--- config.mk ---
export PLATFORM = sky130hd
export DESIGN_NAME = dcache_writeback_serializer
export DESIGN_NICKNAME = d
export VERILOG_FILES = /design/src/rtl/dcache_pkg.sv /design/src/rtl/dcache_writeback_serializer.sv
export SDC_FILE = /design/constraint.sdc
export NUM_CORES = 1
export LEC_CHECK = 0
export ABC_AREA = 0
export CORE_MARGIN = 2
export CORE_UTILIZATION = 47
export CTS_CLUSTER_SIZE = 10
export DETAILED_ROUTE_END_ITERATION = 16
export PLACE_DENSITY = 0.91
export SETUP_SLACK_MARGIN = 0.4
export SLEW_MARGIN = 5
export SYNTH_ARGS = -nofsm -noshare
export SYNTH_HDL_FRONTEND = slang
export SYNTH_SLANG_ARGS = --single-unit
--- constraint.sdc ---
create_clock -name clk_i -period 5.05 [get_ports clk_i]
set_input_delay 1.515 -clock clk_i [delete_from_list [all_inputs] [get_ports clk_i]]
set_output_delay 1.515 -clock clk_i [all_outputs]
set_load 0.02 [all_outputs]
--- src/rtl/dcache_pkg.sv ---
// Shared data-cache definitions: geometry, memory request sizes, writeback
// request layout and the writeback serializer state encoding.
package dcache_pkg;

    // Cache and memory geometry used by the data-cache slice.
    localparam int unsigned DCACHE_LINE_WIDTH   = 128;
    localparam int unsigned XLEN                = 32;
    localparam int unsigned PLEN                = 34;
    localparam int unsigned DCACHE_OFFSET_WIDTH = 4;

    localparam int unsigned NUMBER_OF_WORDS_IN_CACHE_BLOCK = DCACHE_LINE_WIDTH / XLEN;

    // Encoded size field of a memory request.
    localparam logic [2:0] MEMORY_REQUEST_SIZE_ONE_BYTE   = 3'b000;
    localparam logic [2:0] MEMORY_REQUEST_SIZE_TWO_BYTES  = 3'b001;
    localparam logic [2:0] MEMORY_REQUEST_SIZE_FOUR_BYTES = 3'b010;
    localparam logic [2:0] MEMORY_REQUEST_SIZE_EIGHT_BYTES = 3'b011;
    localparam logic [2:0] MEMORY_REQUEST_SIZE_CACHEBLOCK = 3'b111;

    // One evicted line handed from the controller to the writeback path.
    typedef struct packed {
        logic                         flag;
        logic [DCACHE_LINE_WIDTH-1:0] data;
        logic [PLEN-1:0]              address;
    } writeback_t;

    typedef enum logic [1:0] {
        WB_IDLE      = 2'd0,
        WB_SEND      = 2'd1,
        WB_WAIT_DONE = 2'd2,
        WB_FINISH    = 2'd3
    } wb_serializer_state_t;

    // Align a CPU byte address to the natural boundary of the request size.
    function automatic logic [PLEN-1:0] cpu_to_memory_address(
        input logic [PLEN-1:0] address,
        input logic [2:0]      size
    );
        logic [PLEN-1:0] mask;
        mask = '1;
        case (size)
            MEMORY_REQUEST_SIZE_TWO_BYTES:   mask = mask << 1;
            MEMORY_REQUEST_SIZE_FOUR_BYTES:  mask = mask << 2;
            MEMORY_REQUEST_SIZE_EIGHT_BYTES: mask = mask << 3;
            MEMORY_REQUEST_SIZE_CACHEBLOCK:  mask = mask << DCACHE_OFFSET_WIDTH;
            default:                         mask = '1;
        endcase
        return address & mask;
    endfunction

endpackage

--- src/rtl/dcache_writeback_serializer.sv ---
// Buffers one evicted dirty line and drains it to memory as word stores,
// one outstanding at a time, while flagging lookups that hit the line.
//
// Handshakes: the controller's line is transferred on a cycle where both
// wb_valid_i and wb_ready_o are high; the controller holds wb_valid_i and
// wb_i stable until then. A store is transferred on a cycle where mem_req_o
// and mem_gnt_i are both high; mem_req_o, mem_addr_o and mem_wdata_o stay
// stable until that cycle. Its completion is the next mem_rtrn_vld_i seen
// while waiting; returns at any other time are ignored.
module dcache_writeback_serializer
    import dcache_pkg::*;
#(
    parameter int unsigned LINE_WIDTH   = dcache_pkg::DCACHE_LINE_WIDTH,
    parameter int unsigned WORD_WIDTH   = dcache_pkg::XLEN,
    parameter int unsigned ADDR_WIDTH   = dcache_pkg::PLEN,
    parameter int unsigned OFFSET_WIDTH = dcache_pkg::DCACHE_OFFSET_WIDTH
) (
    input  logic                    clk_i,
    input  logic                    rst_i,
    input  logic                    wb_valid_i,
    output logic                    wb_ready_o,
    input  writeback_t              wb_i,
    output logic                    wb_done_o,
    output logic                    busy_o,
    input  logic [ADDR_WIDTH-1:0]   lookup_addr_i,
    output logic                    lookup_hit_o,
    output logic                    mem_req_o,
    input  logic                    mem_gnt_i,
    output logic [ADDR_WIDTH-1:0]   mem_addr_o,
    output logic [WORD_WIDTH-1:0]   mem_wdata_o,
    output logic [2:0]              mem_size_o,
    output logic [WORD_WIDTH/8-1:0] mem_be_o,
    input  logic                    mem_rtrn_vld_i,
    output wb_serializer_state_t    state_o
);

    localparam int unsigned NUM_WORDS  = LINE_WIDTH / WORD_WIDTH;
    localparam int unsigned CNT_W      = (NUM_WORDS > 1) ? $clog2(NUM_WORDS) : 1;
    localparam int unsigned BYTE_SHIFT = $clog2(WORD_WIDTH / 8);

    wb_serializer_state_t  state_q, state_d;
    logic [CNT_W-1:0]      cnt_q, cnt_d;
    logic [LINE_WIDTH-1:0] buffer_q;
    logic [ADDR_WIDTH-1:0] base_q;
    logic                  load;
    logic                  last_word;

    // The flag field and the lookup byte offset carry no meaning here.
    logic unused_bits;
    assign unused_bits = ^{wb_i.flag, lookup_addr_i[OFFSET_WIDTH-1:0]};

    assign last_word = (cnt_q == CNT_W'(NUM_WORDS - 1));

    // State, word counter and line buffer registers.
    always_ff @(posedge clk_i) begin
        if (rst_i) begin
            state_q  <= WB_IDLE;
            cnt_q    <= '0;
            buffer_q <= '0;
            base_q   <= '0;
        end else begin
            state_q <= state_d;
            cnt_q   <= cnt_d;
            if (load) begin
                buffer_q <= LINE_WIDTH'(wb_i.data);
                base_q   <= ADDR_WIDTH'(cpu_to_memory_address(wb_i.address,
                                                             MEMORY_REQUEST_SIZE_CACHEBLOCK));
            end
        end
    end

    // Next-state, counter and control outputs for the drain sequence.
    always_comb begin
        state_d    = state_q;
        cnt_d      = cnt_q;
        load       = 1'b0;
        wb_ready_o = 1'b0;
        wb_done_o  = 1'b0;
        busy_o     = 1'b0;
        mem_req_o  = 1'b0;
        case (state_q)
            WB_IDLE: begin
                wb_ready_o = 1'b1;
                if (wb_valid_i) begin
                    load    = 1'b1;
                    cnt_d   = '0;
                    state_d = WB_SEND;
                end
            end
            WB_SEND: begin
                busy_o    = 1'b1;
                mem_req_o = 1'b1;
                if (mem_gnt_i) begin
                    state_d = WB_WAIT_DONE;
                end
            end
            WB_WAIT_DONE: begin
                busy_o = 1'b1;
                if (mem_rtrn_vld_i) begin
                    if (last_word) begin
                        state_d = WB_FINISH;
                    end else begin
                        cnt_d   = cnt_q + 1'b1;
                        state_d = WB_SEND;
                    end
                end
            end
            WB_FINISH: begin
                // Line is already coherent in memory, so a new line may enter now.
                wb_done_o  = 1'b1;
                wb_ready_o = 1'b1;
                if (wb_valid_i) begin
                    load    = 1'b1;
                    cnt_d   = '0;
                    state_d = WB_SEND;
                end else begin
                    state_d = WB_IDLE;
                end
            end
            default: begin
                state_d = WB_IDLE;
            end
        endcase
    end

    // Store fields follow the buffer and counter, so they hold while ungranted.
    assign mem_addr_o  = base_q + (ADDR_WIDTH'(cnt_q) << BYTE_SHIFT);
    assign mem_wdata_o = buffer_q[cnt_q*WORD_WIDTH +: WORD_WIDTH];
    assign mem_size_o  = MEMORY_REQUEST_SIZE_FOUR_BYTES;
    assign mem_be_o    = '1;

    assign lookup_hit_o = busy_o &&
        (lookup_addr_i[ADDR_WIDTH-1:OFFSET_WIDTH] == base_q[ADDR_WIDTH-1:OFFSET_WIDTH]);

    assign state_o = state_q;

endmodule

### Yosys cells after proc, flatten, opt, wreduce, memory -nomap -nowiden

Cells that the tools add are included.

* register bits: 166

* shifts and indexed selects: 1
* eq/ne operators: 10
* reductions and logical operators: 7
* bitwise logic cells: 1
* add/subtract/negate cells: 2
* muxes and demuxes: 18

Operators with widths (count)
* 128-bit by 8-bit indexed part select with 32-bit output: 1
* 34-bit two-way mux: 2
* 34-bit by 4-bit adder with 34-bit output: 1
* 34-bit AND: 1
* 30-bit equality test: 1
* 2-bit two-way mux: 7
* 2-bit != test (second input constant): 4
* 2-bit case mux with 4 select lines: 1
* 1-bit two-way mux: 7
* 2-bit equality test (second input constant): 3
* 2-bit case mux with 2 select lines: 1
* 4-bit AND reduction: 1
* 2-bit OR reduction: 2
* 3-bit AND reduction: 1
* 2-bit by 1-bit adder with 2-bit output (second input constant): 1
* 2-bit by 1-bit equality test with 1-bit output (second input constant): 1
* 2-bit logical NOT: 1
* 2-bit by 1-bit != test with 1-bit output (second input constant): 1
* 2-bit nonzero test: 1
* 1-bit logical AND: 1

### Logic depth before layout (Yosys ltp)

Gate-level depths: netlist of the first run.

* word-level depth: 6
* depth in mapped cells: 8

### Worst setup path after synthesis of the first run

No wires, ideal clock.

* path type: input -> output
* start point: input lookup_addr_i[24]
* end point: output lookup_hit_o
* path buffers: 0
* data arrival time: 2752 ps
* stages on the path: 4
* slack: 783 ps
* cell sequence: xor2_1 -> nor4_1 -> nand4_1 -> nor4_1

* word-level cells in the longest chain between the ends: 2

Ends and longest elaborated chain
* from (decl): line dcache_writeback_serializer.sv:25 `input logic [ADDR_WIDTH-1:0] lookup_addr_i,`
* 30-bit equality test: line dcache_writeback_serializer.sv:133 `(lookup_addr_i[ADDR_WIDTH-1:OFFSET_WIDTH] == base_q[ADDR_WIDTH-1:OFFSET_WIDTH]);`
* 1-bit logical AND: line dcache_writeback_serializer.sv:132 `assign lookup_hit_o = busy_o &&`
* to (decl): line dcache_writeback_serializer.sv:26 `output logic lookup_hit_o,`

Every way passes these cells.

### Worst setup path in the final report of the first run

* start point: input lookup_addr_i[31]
* end point: output lookup_hit_o

The elaborated chain is that of the path after synthesis.

==> reports/metrics.csv, run 1 <==
stage,metric,value,unit
status,status,"complete, no violations",
floorplan,initial_core_util,0.476,
detailed_routing,num_vias,6458,
timing,finalSetupViolations,0,
floorplan,die_w,125,µm
synthesis,synthDistinctLibCells,27,
place,place_congestion,0.843,
worst_hold_path,min_path_type,flip-flop to flip-flop,
worst_setup_path,r2r_cells,7,
synthesis,syn-instance-count,812,
worst_setup_path,cp_data_arrival_time,3.05,ns
cells_and_area,n_fill_cell,1084,
synthesis,ys_seq_elements,162,
timing,clock_skew,0.00549,ns
clocking,path_clk_slew,0.06,ns
global_route,grt_pass1_vias,6324,
clocking,htree_levels,4,
synthesis,yosys.area_share.adder,0.0110,
global_route,grt_usage,0.252,
worst_setup_path,crit_family,simple AND/OR/NAND/NOR gates,
clocking,cts_root_buf,clkbuf_16,
timing,min_period_over_period,0.903,
global_route,grt_pass1_wl,31.5,mm
worst_hold_path,hold_path_depth,2,
cells_and_area,stdcell_count,1238,
timing,finalHoldViolCount,0,
cells_and_area,final_common_cell,nand2_1,
place,dpl_cell_area,0.00954,mm²
cells_and_area,antenna_cells,0,
power_and_ir_drop,cellLeakagePower,0.00379,µW
floorplan,die_h,125,µm
timing,tightest_slew,1.01,ns
cells_and_area,layout-area-overhead-vs-synth,48.6,%
worst_setup_path,crit_required,3.54,ns
synthesis,yosys_warnings,0,
worst_setup_path,r2r-end,buffer_q[81],
detailed_routing,dr.pass1.iters,5,
floorplan,fp.coreArea,0.0144,mm²
floorplan,fp-row-count,44,
synthesis,synth_xor_xnor_area_share,0.0384,
power_and_ir_drop,power,4600,µW
worst_setup_path,setup.worst_path.class,input port to primary output,
detailed_routing,drtAntennaViolNets,0,
global_route,antenna_found_initial,1,
worst_hold_path,hold_end,buffer_q[96],
cells_and_area,drive_gt1_frac,0.0769,
place,place_hpwl,13.6,mm
worst_setup_path,critPathSlowestCell,clkdlybuf4s50_1,
worst_setup_path,max_stage_delay,0.42,ns
worst_setup_path,rr_startpoint,state_o[1],
cells_and_area,finalNetCount,1250,
power_and_ir_drop,ir_worst_vdd,0.308,mV
synthesis,synth_compound_area_frac,0.126,
place,dp.cells,1207,
power_and_ir_drop,power_density,453,mW/mm²
synthesis,synth-simple-area-share,0.189,
synthesis,synthMuxAreaShare,0.107,
clocking,clock_sinks,162,
global_route,grt_max_degree,85,
worst_setup_path,regToRegSetupSlack,2.53,ns
timing,period_minus_slack,4.56,ns
detailed_routing,via_per_inst,5.22,
flow_run,maxCapViolations,0,
cells_and_area,stdcell_area,0.0102,mm²
worst_hold_path,min-delay-start,buffer_q[96],
detailed_routing,routedWlPerCell,15.8,µm
worst_setup_path,cp.buffers_inverters,2,
detailed_routing,drc_errors,0,
synthesis,synth_top_family_by_area,simple AND/OR/NAND/NOR gates,
worst_setup_path,end_kind,primary output,
worst_setup_path,crit_chain,clkdlybuf4s50_1 -> xor2_1 -> nor4_1 -> nand4_1 -> nor4_2 -> buf_4,
timing,rsz0062_at_grt,false,
worst_setup_path,crit_fanout,1,
global_route,grt_overflow,0,
timing,slew-limit-headroom,0.325,
timing,clock.fmax,219,MHz
timing,final-max-slew-violation-count,0,
synthesis,syn_area,0.00683,mm²
floorplan,die-area,0.0155,mm²
floorplan,io_pins,282,
clocking,cts_tree,built,
detailed_routing,drt-total-wl,19.6,mm
clocking,clk_path_buf_depth,2,
synthesis,syn_area_per_cell,8.42,µm²
cells_and_area,final_cell_mix,"nand2_1 (318), clkdlybuf4s50_1 (255), a21oi_1 (160), dfxtp_1 (160), mux4_2 (32)",
place,numPortBuffers,263,
worst_setup_path,cp-start-kind,input port,
synthesis,synth_seq_area_share,0.475,
detailed_routing,drtIter0Drc,456,
clocking,cts_made_buffers,17,
clocking,worstSkewPairLatency,0.41,ns
==> registers in the layout, indices dropped and copies added (netlist names) <==
name      count
base_q       30
buffer_q    128
cnt_q         2
state_o       2
==> where the power goes <==
group          total, µW  leakage [µW]  switching (µW)  internal (µW)
clock               1220      0.000275             473            748
combinational       1650       0.00219             917            733
sequential          1730       0.00133             174           1560
==> Yosys cell counts, drive strengths merged <==
library cell | count | area [µm²]
a211oi | 1 | 7.51
a21oi | 160 | 801
a221oi | 1 | 8.76
a222oi | 1 | 10.0
a22o | 1 | 8.76
a22oi | 1 | 7.51
a311oi | 1 | 8.76
buf | 43 | 238
clkbuf | 27 | 101
conb | 2 | 7.51
dfxtp | 162 | 3240
ha | 6 | 75.1
inv | 6 | 22.5
mux2i | 1 | 10.0
mux4 | 32 | 721
nand2 | 319 | 1200
nand2b | 1 | 6.26
nand3b | 1 | 7.51
nand4 | 5 | 31.3
nor2 | 3 | 11.3
nor4 | 6 | 37.5
o21ai | 2 | 10.0
xnor2 | 11 | 96.3
xor2 | 19 | 166
==> worst register-to-register path, delay by kind of cell, from the launching register on <==
kind / cells / cell delay, ns
flops: 1 / 0.45
fa+ha+maj: 1 / 0.42
compound gates: 1 / 0.17
simple gates: 2 / 0.58
buf+inv: 3 / 0.82
==> stage by stage <==
| step | hold slack [ns] | setup slack, ns | setup TNS, ns | util |
|---|---|---|---|---|
| 6_report | 0.451 | 0.489 | 0 | 0.707 |
| 3_5_place_dp | 0.446 | -0.143 | -0.143 | 0.664 |
| 5_1_grt | 0.468 | 0.414 | 0 | 0.707 |
| 4_1_cts | 0.454 | 0.403 | 0 | 0.704 |
| 2_1_floorplan | 0.433 | 0.783 | 0 | - |
| 3_3_place_gp | 0.438 | -0.112 | -0.112 | 0.664 |
==> how the worst max path moves through the flow <==
stage / startpoint / end / slack, ns / depth (start not counted)
2_1_floorplan: lookup_addr_i[24] / lookup_hit_o / 0.78 / 4
5_1_grt: lookup_addr_i[24] / lookup_hit_o / 0.41 / 6
4_1_cts: lookup_addr_i[28] / lookup_hit_o / 0.40 / 7
6_report: lookup_addr_i[31] / lookup_hit_o / 0.49 / 6
3_3_place_gp: lookup_addr_i[17] / lookup_hit_o / -0.11 / 7
3_5_place_dp: lookup_addr_i[17] / lookup_hit_o / -0.14 / 7
==> area by class of cell <==
type | count | area [µm²] | area share
Clock buffer | 25 | 475 | 0.0468
Inverter | 6 | 22.5 | 0.00222
Timing Repair Buffer | 274 | 2790 | 0.275
Multi-Input combinational cell | 581 | 3310 | 0.326
Sequential cell | 162 | 3250 | 0.320
Clock inverter | 6 | 80.1 | 0.00789
Tap cell | 184 | 230 | 0.0227
==> cells by family (layout without fill, tap and decap cells) <==
logic type,after synthesis,count (layout)
simple gates,335,335
xor+xnor,30,30
flops,162,162
other cells,2,9
buf+inv,76,311
fa+ha+maj,6,6
compound gates,168,168
mux,33,33
==> layer usage <==
| metal | part of all wire | global-route usage | vias to the layer above |
|---|---|---|---|
| li1 | - | - | 3132 |
| met1 | 0.39 | 0.294 | 3006 |
| met2 | 0.49 | 0.429 | 277 |
| met3 | 0.084 | 0.0825 | 41 |
| met4 | 0.033 | 0.0998 | 2 |
| met5 | 0.00051 | 0 | - |
==> what timing repair did <==
| action | in CTS | in global routing |
|---|---|---|
| buffers inserted | 0 | 0 |
| pin swaps | 1 | 6 |
| endpoints found under the setup margin | 1 | 1 |
| resized for setup | 8 | 10 |
| hold buffers | 0 | 0 |
Power figures use the tool's default switching activity.
==> inputs of run 2 (changes only) <==
- MAX_ROUTING_LAYER: not set -> met4
- clock period: 5.05 -> 5.6 ns (I/O delays scaled with it)
==> reports/metrics.csv, run 2 (synthesis results as in run 1) <==
stage,metric,value,unit,change
detailed_routing,via_per_inst,5.21,,about the same
power_and_ir_drop,power.switching,1430,µW,-8.3%
global_route,antenna_found_initial,1,,unchanged
worst_setup_path,r2r_cells,7,,unchanged
timing,finalHoldViolCount,0,,unchanged
cells_and_area,largest_reg_flops,128,,unchanged
power_and_ir_drop,cellLeakagePower,0.00372,µW,-1.9%
place,place_congestion,0.821,,-2.7%
detailed_routing,dr.pass1.iters,5,,unchanged
timing,clock.fmax,201,MHz,
worst_setup_path,crit_fanout,1,,unchanged
timing,holdWs,0.452,ns,+0.000370 ns
detailed_routing,drt-total-wl,19.9,mm,+1.8%
timing,clock_skew,0.00553,ns,+0.0000381 ns
timing,slew-limit-headroom,0.331,,+0.00613
timing,min_period_over_period,0.886,,
worst_hold_path,min_path_type,flip-flop to flip-flop,,
floorplan,fp.coreArea,0.0144,mm²,unchanged
power_and_ir_drop,power_frac_clock,0.266,,about the same
detailed_routing,wirelength_met1,7.87,mm,+2.6%
worst_setup_path,cp_data_arrival_time,3.28,ns,+0.23 ns
floorplan,io_pins,282,,unchanged
detailed_routing,routedWlPerCell,16.1,µm,+1.7%
clocking,cts_root_buf,clkbuf_16,,
clocking,cts_resized,2,,-6
power_and_ir_drop,p_sw_frac,0.348,,+0.00819
detailed_routing,wl_met3,1.42,mm,-14%
detailed_routing,drtIter0Drc,416,,-8.8%
power_and_ir_drop,ir_worst_vdd,0.244,mV,-21%
cells_and_area,drive_gt1_frac,0.0778,,+0.000949
place,place_hpwl,14.1,mm,+3.4%
clocking,clock_sinks,162,,unchanged
power_and_ir_drop,power_frac_comb,0.355,,-0.003
place,pre_cts_slack,0.129,ns,+0.271 ns
clocking,clk_path_buf_depth,2,,unchanged
cells_and_area,finalNetCount,1249,,-0.080%
timing,final-max-slew-violation-count,0,,unchanged
cells_and_area,layout-area-overhead-vs-synth,47.5,%,
cells_and_area,reg.largest.list,"buffer_q (128), base_q (30)",,
clocking,cts_hold_buf,0,,unchanged
timing,period_minus_slack,4.96,ns,
detailed_routing,highest_layer,met4,,
timing,tns,0,ns,unchanged
power_and_ir_drop,power_density,409,mW/mm²,-9.8%
cells_and_area,final_cell_mix,"nand2_1 (318), clkdlybuf4s50_1 (261), a21oi_1 (160), dfxtp_1 (160), mux4_2 (32)",,
worst_setup_path,setup.worst_path.class,input port to primary output,,
clocking,cts_tree,built,,
timing,tightest_slew,1.00,ns,-0.00919 ns
detailed_routing,num_vias,6459,,+0.015%
floorplan,initial_core_util,0.476,,unchanged
floorplan,die_w,125,µm,unchanged
power_and_ir_drop,seqPwrFrac,0.379,,+0.003
clocking,htree_levels,4,,unchanged
detailed_routing,drc_errors,0,,unchanged
global_route,grt_pass1_wl,31.6,mm,+0.37%
clocking,cts_made_buffers,17,,unchanged
place,numPortBuffers,263,,unchanged
floorplan,fp-row-count,44,,unchanged
worst_setup_path,cp-start-kind,input port,,
worst_hold_path,hold_path_depth,2,,unchanged
global_route,grt_overflow,0,,unchanged
timing,finalSetupViolations,0,,unchanged
cells_and_area,stdcell_count,1239,,+0.081%
power_and_ir_drop,p_int,2690,µW,-12%
cells_and_area,regMostFlops,buffer_q,,
floorplan,die-area,0.0155,mm²,unchanged
flow_run,maxCapViolations,0,,unchanged
clocking,path_clk_slew,0.06,ns,about the same
worst_setup_path,regToRegSetupSlack,3.03,ns,+0.50 ns
timing,rsz0062_at_grt,false,,
place,dp.cells,1206,,-0.083%
cells_and_area,n_fill_cell,1103,,+1.8%
worst_setup_path,crit_required,3.92,ns,+0.38 ns
floorplan,die_h,125,µm,unchanged
detailed_routing,drtAntennaViolNets,0,,unchanged
clocking,postCtsSetupRepairBufs,0,,unchanged
worst_setup_path,end_kind,primary output,,
timing,final.setup.worst_slack,0.637,ns,+0.148 ns
global_route,grt_usage,0.263,,+0.0115
global_route,grt_max_degree,89,,+4.7%
cells_and_area,final_common_cell,nand2_1,,
clocking,worstSkewPairLatency,0.42,ns,about the same
detailed_routing,met2_length,10.1,mm,+4.4%
global_route,grt_pass1_vias,6463,,+2.2%
status,status,"complete, no violations",,
run 2: cell count changes in the layout (fill, tap and decap cells not counted), sizes merged:
cell	previous run	this run
bufinv	2	1
dlymetal6s2s	6	0
clkinvlp	0	3
diode	0	1
clkdlybuf4s50	255	261
buf	13	11
clkbuf	25	20
clkinv	4	9
run 2: per-stage QoR:
stage	util	cell area [µm²]	total power, µW
finish	0.702	10100	4120
global placement	0.662	9510	3000
global route	0.702	10100	4360
CTS	0.702	10100	4160
detailed placement	0.662	9510	3050
floorplan	-	6860	2460
run 2: power groups by stage:
stage	logic (µW)	registers (µW)	clock network [µW]
3_3_place_gp	1440	1570	0
4_1_cts	1480	1560	1120
3_5_place_dp	1470	1580	0
5_1_grt	1600	1590	1170
6_report	1460	1560	1100
2_1_floorplan	859	1600	0
run 2: worst max-delay path: stages:
cell and delay (ns):
clkdlybuf4s50_1 0.46, xor2_1 0.16, nor4_1 0.22, buf_4 0.16, nand4_1 0.10, nor4_1 0.28
clkbuf_2 0.21
run 2: worst paths after layout:
check,startpoint,end
max,lookup_addr_i[12],lookup_hit_o
min reg2reg,buffer_q[103],buffer_q[103]
min,buffer_q[103],buffer_q[103]
max reg2reg,state_o[1],buffer_q[110]
run 2: metal layers:
| metal | global-route usage | up-vias |
|---|---|---|
| li1 | - | 3134 |
| met5 | - | - |
| met4 | 0.108 | 0 |
| met1 | 0.292 | 3044 |
| met2 | 0.450 | 245 |
| met3 | 0.0704 | 36 |
run 2: area by class of cell:
cell class / count / area (µm²) / area share
Sequential cell: 162 / 3250 / 0.322
Tap cell: 184 / 230 / 0.0228
Timing Repair Buffer: 273 / 2740 / 0.272
Inverter: 6 / 22.5 / 0.00223
Clock inverter: 13 / 113 / 0.0112
Antenna cell: 1 / 2.50 / 0.000248
Clock buffer: 19 / 453 / 0.0449
Multi-Input combinational cell: 581 / 3280 / 0.325
==> inputs of run 3 (changes only) <==
- CORE_UTILIZATION: 47 -> 48
- CTS_BUF_LIST: not set -> sky130_fd_sc_hd__clkbuf_4
- PLACE_DENSITY: 0.91 -> 0.92
==> reports/metrics.csv, run 3 (synthesis results as in run 1) <==
stage,metric,value,unit,change
detailed_routing,dr.pass1.iters,5,,unchanged
worst_setup_path,r2r-end,buffer_q[16],,
cells_and_area,n_fill_cell,1037,,-6.0%
detailed_routing,routedWlPerCell,15.8,µm,-1.9%
timing,holdWs,0.460,ns,+0.00777 ns
timing,slew-limit-headroom,0.323,,-0.00808
power_and_ir_drop,power_frac_clock,0.193,,-0.073
cells_and_area,largest_reg_flops,128,,unchanged
floorplan,die-area,0.0152,mm²,-2.0%
worst_hold_path,hold_end,buffer_q[93],,
power_and_ir_drop,seqPwrFrac,0.420,,+0.041
cells_and_area,final_util,0.703,,+0.00150
cells_and_area,final_cell_mix,"nand2_1 (318), clkdlybuf4s50_1 (261), a21oi_1 (160), dfxtp_1 (160), mux4_2 (32)",,
worst_setup_path,cp_data_arrival_time,3.34,ns,+0.06 ns
clocking,cts_root_buf,clkbuf_4,,
timing,clock_skew,0.0167,ns,+0.0112 ns
status,status,"complete, no violations",,
worst_setup_path,crit_chain,clkdlybuf4s50_1 -> xor2_1 -> nor4_1 -> buf_4 -> nand4_1 -> nor4_1 -> clkbuf_2,,
worst_setup_path,crit_top_cell,nor4_1,,
global_route,grt_pass1_vias,6312,,-2.3%
detailed_routing,drt-total-wl,19.5,mm,-2.4%
detailed_routing,drc_errors,0,,unchanged
worst_hold_path,min-delay-start,buffer_q[93],,
place,place_congestion,0.800,,-2.5%
floorplan,die_h,123,µm,-1.0%
clocking,cts_made_buffers,17,,unchanged
floorplan,die_w,123,µm,-1.0%
worst_setup_path,cp.buffers_inverters,3,,unchanged
detailed_routing,num_vias,6351,,-1.7%
place,numPortBuffers,263,,unchanged
clocking,cts_tree,built,,
worst_setup_path,setup.worst_path.class,input port to primary output,,
global_route,antenna_found_initial,1,,unchanged
clocking,cts_hold_buf,0,,unchanged
floorplan,io_pins,282,,unchanged
timing,rsz0062_at_grt,false,,
worst_setup_path,rr_startpoint,state_o[0],,
power_and_ir_drop,power.switching,1360,µW,-5.3%
cells_and_area,regMostFlops,buffer_q,,
timing,final-max-slew-violation-count,0,,unchanged
clocking,worstSkewPairLatency,0.54,ns,+0.12 ns
worst_setup_path,cp-start-kind,input port,,
timing,finalSetupViolations,0,,unchanged
detailed_routing,drtAntennaViolNets,0,,unchanged
power_and_ir_drop,power_frac_comb,0.387,,+0.032
worst_setup_path,crit_fanout,1,,unchanged
worst_setup_path,crit_family,buffers and inverters,,
global_route,grt_usage,0.264,,+0.000660
timing,finalHoldViolCount,0,,unchanged
timing,tns,0,ns,unchanged
cells_and_area,reg.largest.list,"buffer_q (128), base_q (30)",,
cells_and_area,layout-area-overhead-vs-synth,42.8,%,
cells_and_area,drive_gt1_frac,0.0741,,-0.00365
global_route,grt_overflow,0,,unchanged
worst_setup_path,end_kind,primary output,,
floorplan,fp-row-count,43,,-2.3%
worst_setup_path,critPathSlowestCell,clkdlybuf4s50_1,,
floorplan,fp.coreArea,0.0139,mm²,-3.4%
power_and_ir_drop,ir_worst_vdd,0.298,mV,+22%
timing,period_minus_slack,5.02,ns,+0.0542 ns
flow_run,maxCapViolations,0,,unchanged
power_and_ir_drop,p_int,2360,µW,-12%
global_route,grt_pass1_wl,30.2,mm,-4.5%
clocking,path_clk_slew,0.11,ns,+0.05 ns
floorplan,initial_core_util,0.492,,+0.0167
timing,tightest_slew,1.02,ns,+0.0121 ns
worst_setup_path,crit_required,3.92,ns,about the same
clocking,clock_sinks,162,,unchanged
power_and_ir_drop,power_density,381,mW/mm²,-6.8%
cells_and_area,final-seq-area,0.00325,mm²,unchanged
timing,min_period_over_period,0.896,,+0.00968
timing,clock.fmax,199,MHz,-1.1%
clocking,htree_levels,4,,unchanged
worst_hold_path,min_path_type,flip-flop to flip-flop,,
cells_and_area,final_common_cell,nand2_1,,
cells_and_area,finalNetCount,1247,,-0.16%
power_and_ir_drop,p_sw_frac,0.365,,+0.0173
power_and_ir_drop,cellLeakagePower,0.00359,µW,-3.6%
worst_hold_path,hold_path_depth,2,,unchanged
detailed_routing,drtIter0Drc,499,,+20%
cells_and_area,multi_input_comb_area,0.00327,mm²,-0.19%
worst_setup_path,regToRegSetupSlack,2.77,ns,-0.26 ns
clocking,clk_path_buf_depth,2,,unchanged
worst_setup_path,r2r_cells,7,,unchanged
global_route,grt_max_degree,101,,+13%
place,place_hpwl,13.6,mm,-3.9%
worst_setup_path,max_stage_delay,0.41,ns,-0.05 ns
detailed_routing,via_per_inst,5.15,,-1.2%
## run 3: how the worst max path moves through the flow
| stage | startpoint | cells past startpoint | slack, ns | to |
|---|---|---|---|---|
| after floorplan | lookup_addr_i[24] | 4 | 1.00 | lookup_hit_o |
| after global placement | lookup_addr_i[13] | 7 | 0.11 | lookup_hit_o |
| after detailed placement | lookup_addr_i[13] | 7 | 0.13 | lookup_hit_o |
| after CTS | lookup_addr_i[13] | 7 | 0.44 | lookup_hit_o |
| after global routing | lookup_addr_i[13] | 7 | 0.48 | lookup_hit_o |
| final | lookup_addr_i[13] | 7 | 0.58 | lookup_hit_o |
## run 3: cell type report
cell class | instances | area share
diodes | 1 | 0.000256
clock buffers | 21 | 0.0162
clock inverters | 11 | 0.0141
inverters | 6 | 0.00231
multi-input cells | 581 | 0.335
flip-flops and latches | 162 | 0.333
well taps | 180 | 0.0231
repair buffers | 271 | 0.276
## run 3: worst reg2reg max path, cell delays in order (launching register included)
cell and delay, ns:
dfxtp_1 0.45, inv_1 0.15, ha_1 0.44, inv_1 0.19, nand2_4 0.77, buf_4 0.47, nand2_1 0.12, a21oi_1 0.16
## run 3: routing by layer
| metal | up-vias | GRT usage | wire, µm |
|---|---|---|---|
| li1 | 3130 | - | - |
| met1 | 2941 | 0.299 | 7770 |
| met2 | 245 | 0.445 | 9850 |
| met3 | 35 | 0.0743 | 1390 |
| met4 | 0 | 0.0966 | 469 |
| met5 | - | - | 0 |
## run 3: repair_timing
item,CTS,global route
pin swaps,0,0
endpoints found under the setup margin,1,1
gates resized for setup,1,3
buffers inserted,0,0
endpoints found under the hold margin,0,0
## run 3: power by group through the flow
| stage | Combinational [µW] | Clock [µW] | Sequential (µW) |
|---|---|---|---|
| 2_1_floorplan | 859 | 0 | 1600 |
| 6_report | 1440 | 718 | 1560 |
| 5_1_grt | 1580 | 782 | 1590 |
| 3_3_place_gp | 1410 | 0 | 1570 |
| 4_1_cts | 1450 | 734 | 1560 |
| 3_5_place_dp | 1440 | 0 | 1580 |
## run 3: metrics by stage
stage	worst slack [ns]	instances	area [µm²]	total power, µW
floorplan	1.00	819	6860	2460
global route	0.484	1233	9760	3950
detailed placement	0.129	1200	9470	3030
finish	0.583	1233	9760	3720
global placement	0.106	1200	9470	2980
CTS	0.435	1232	9760	3740
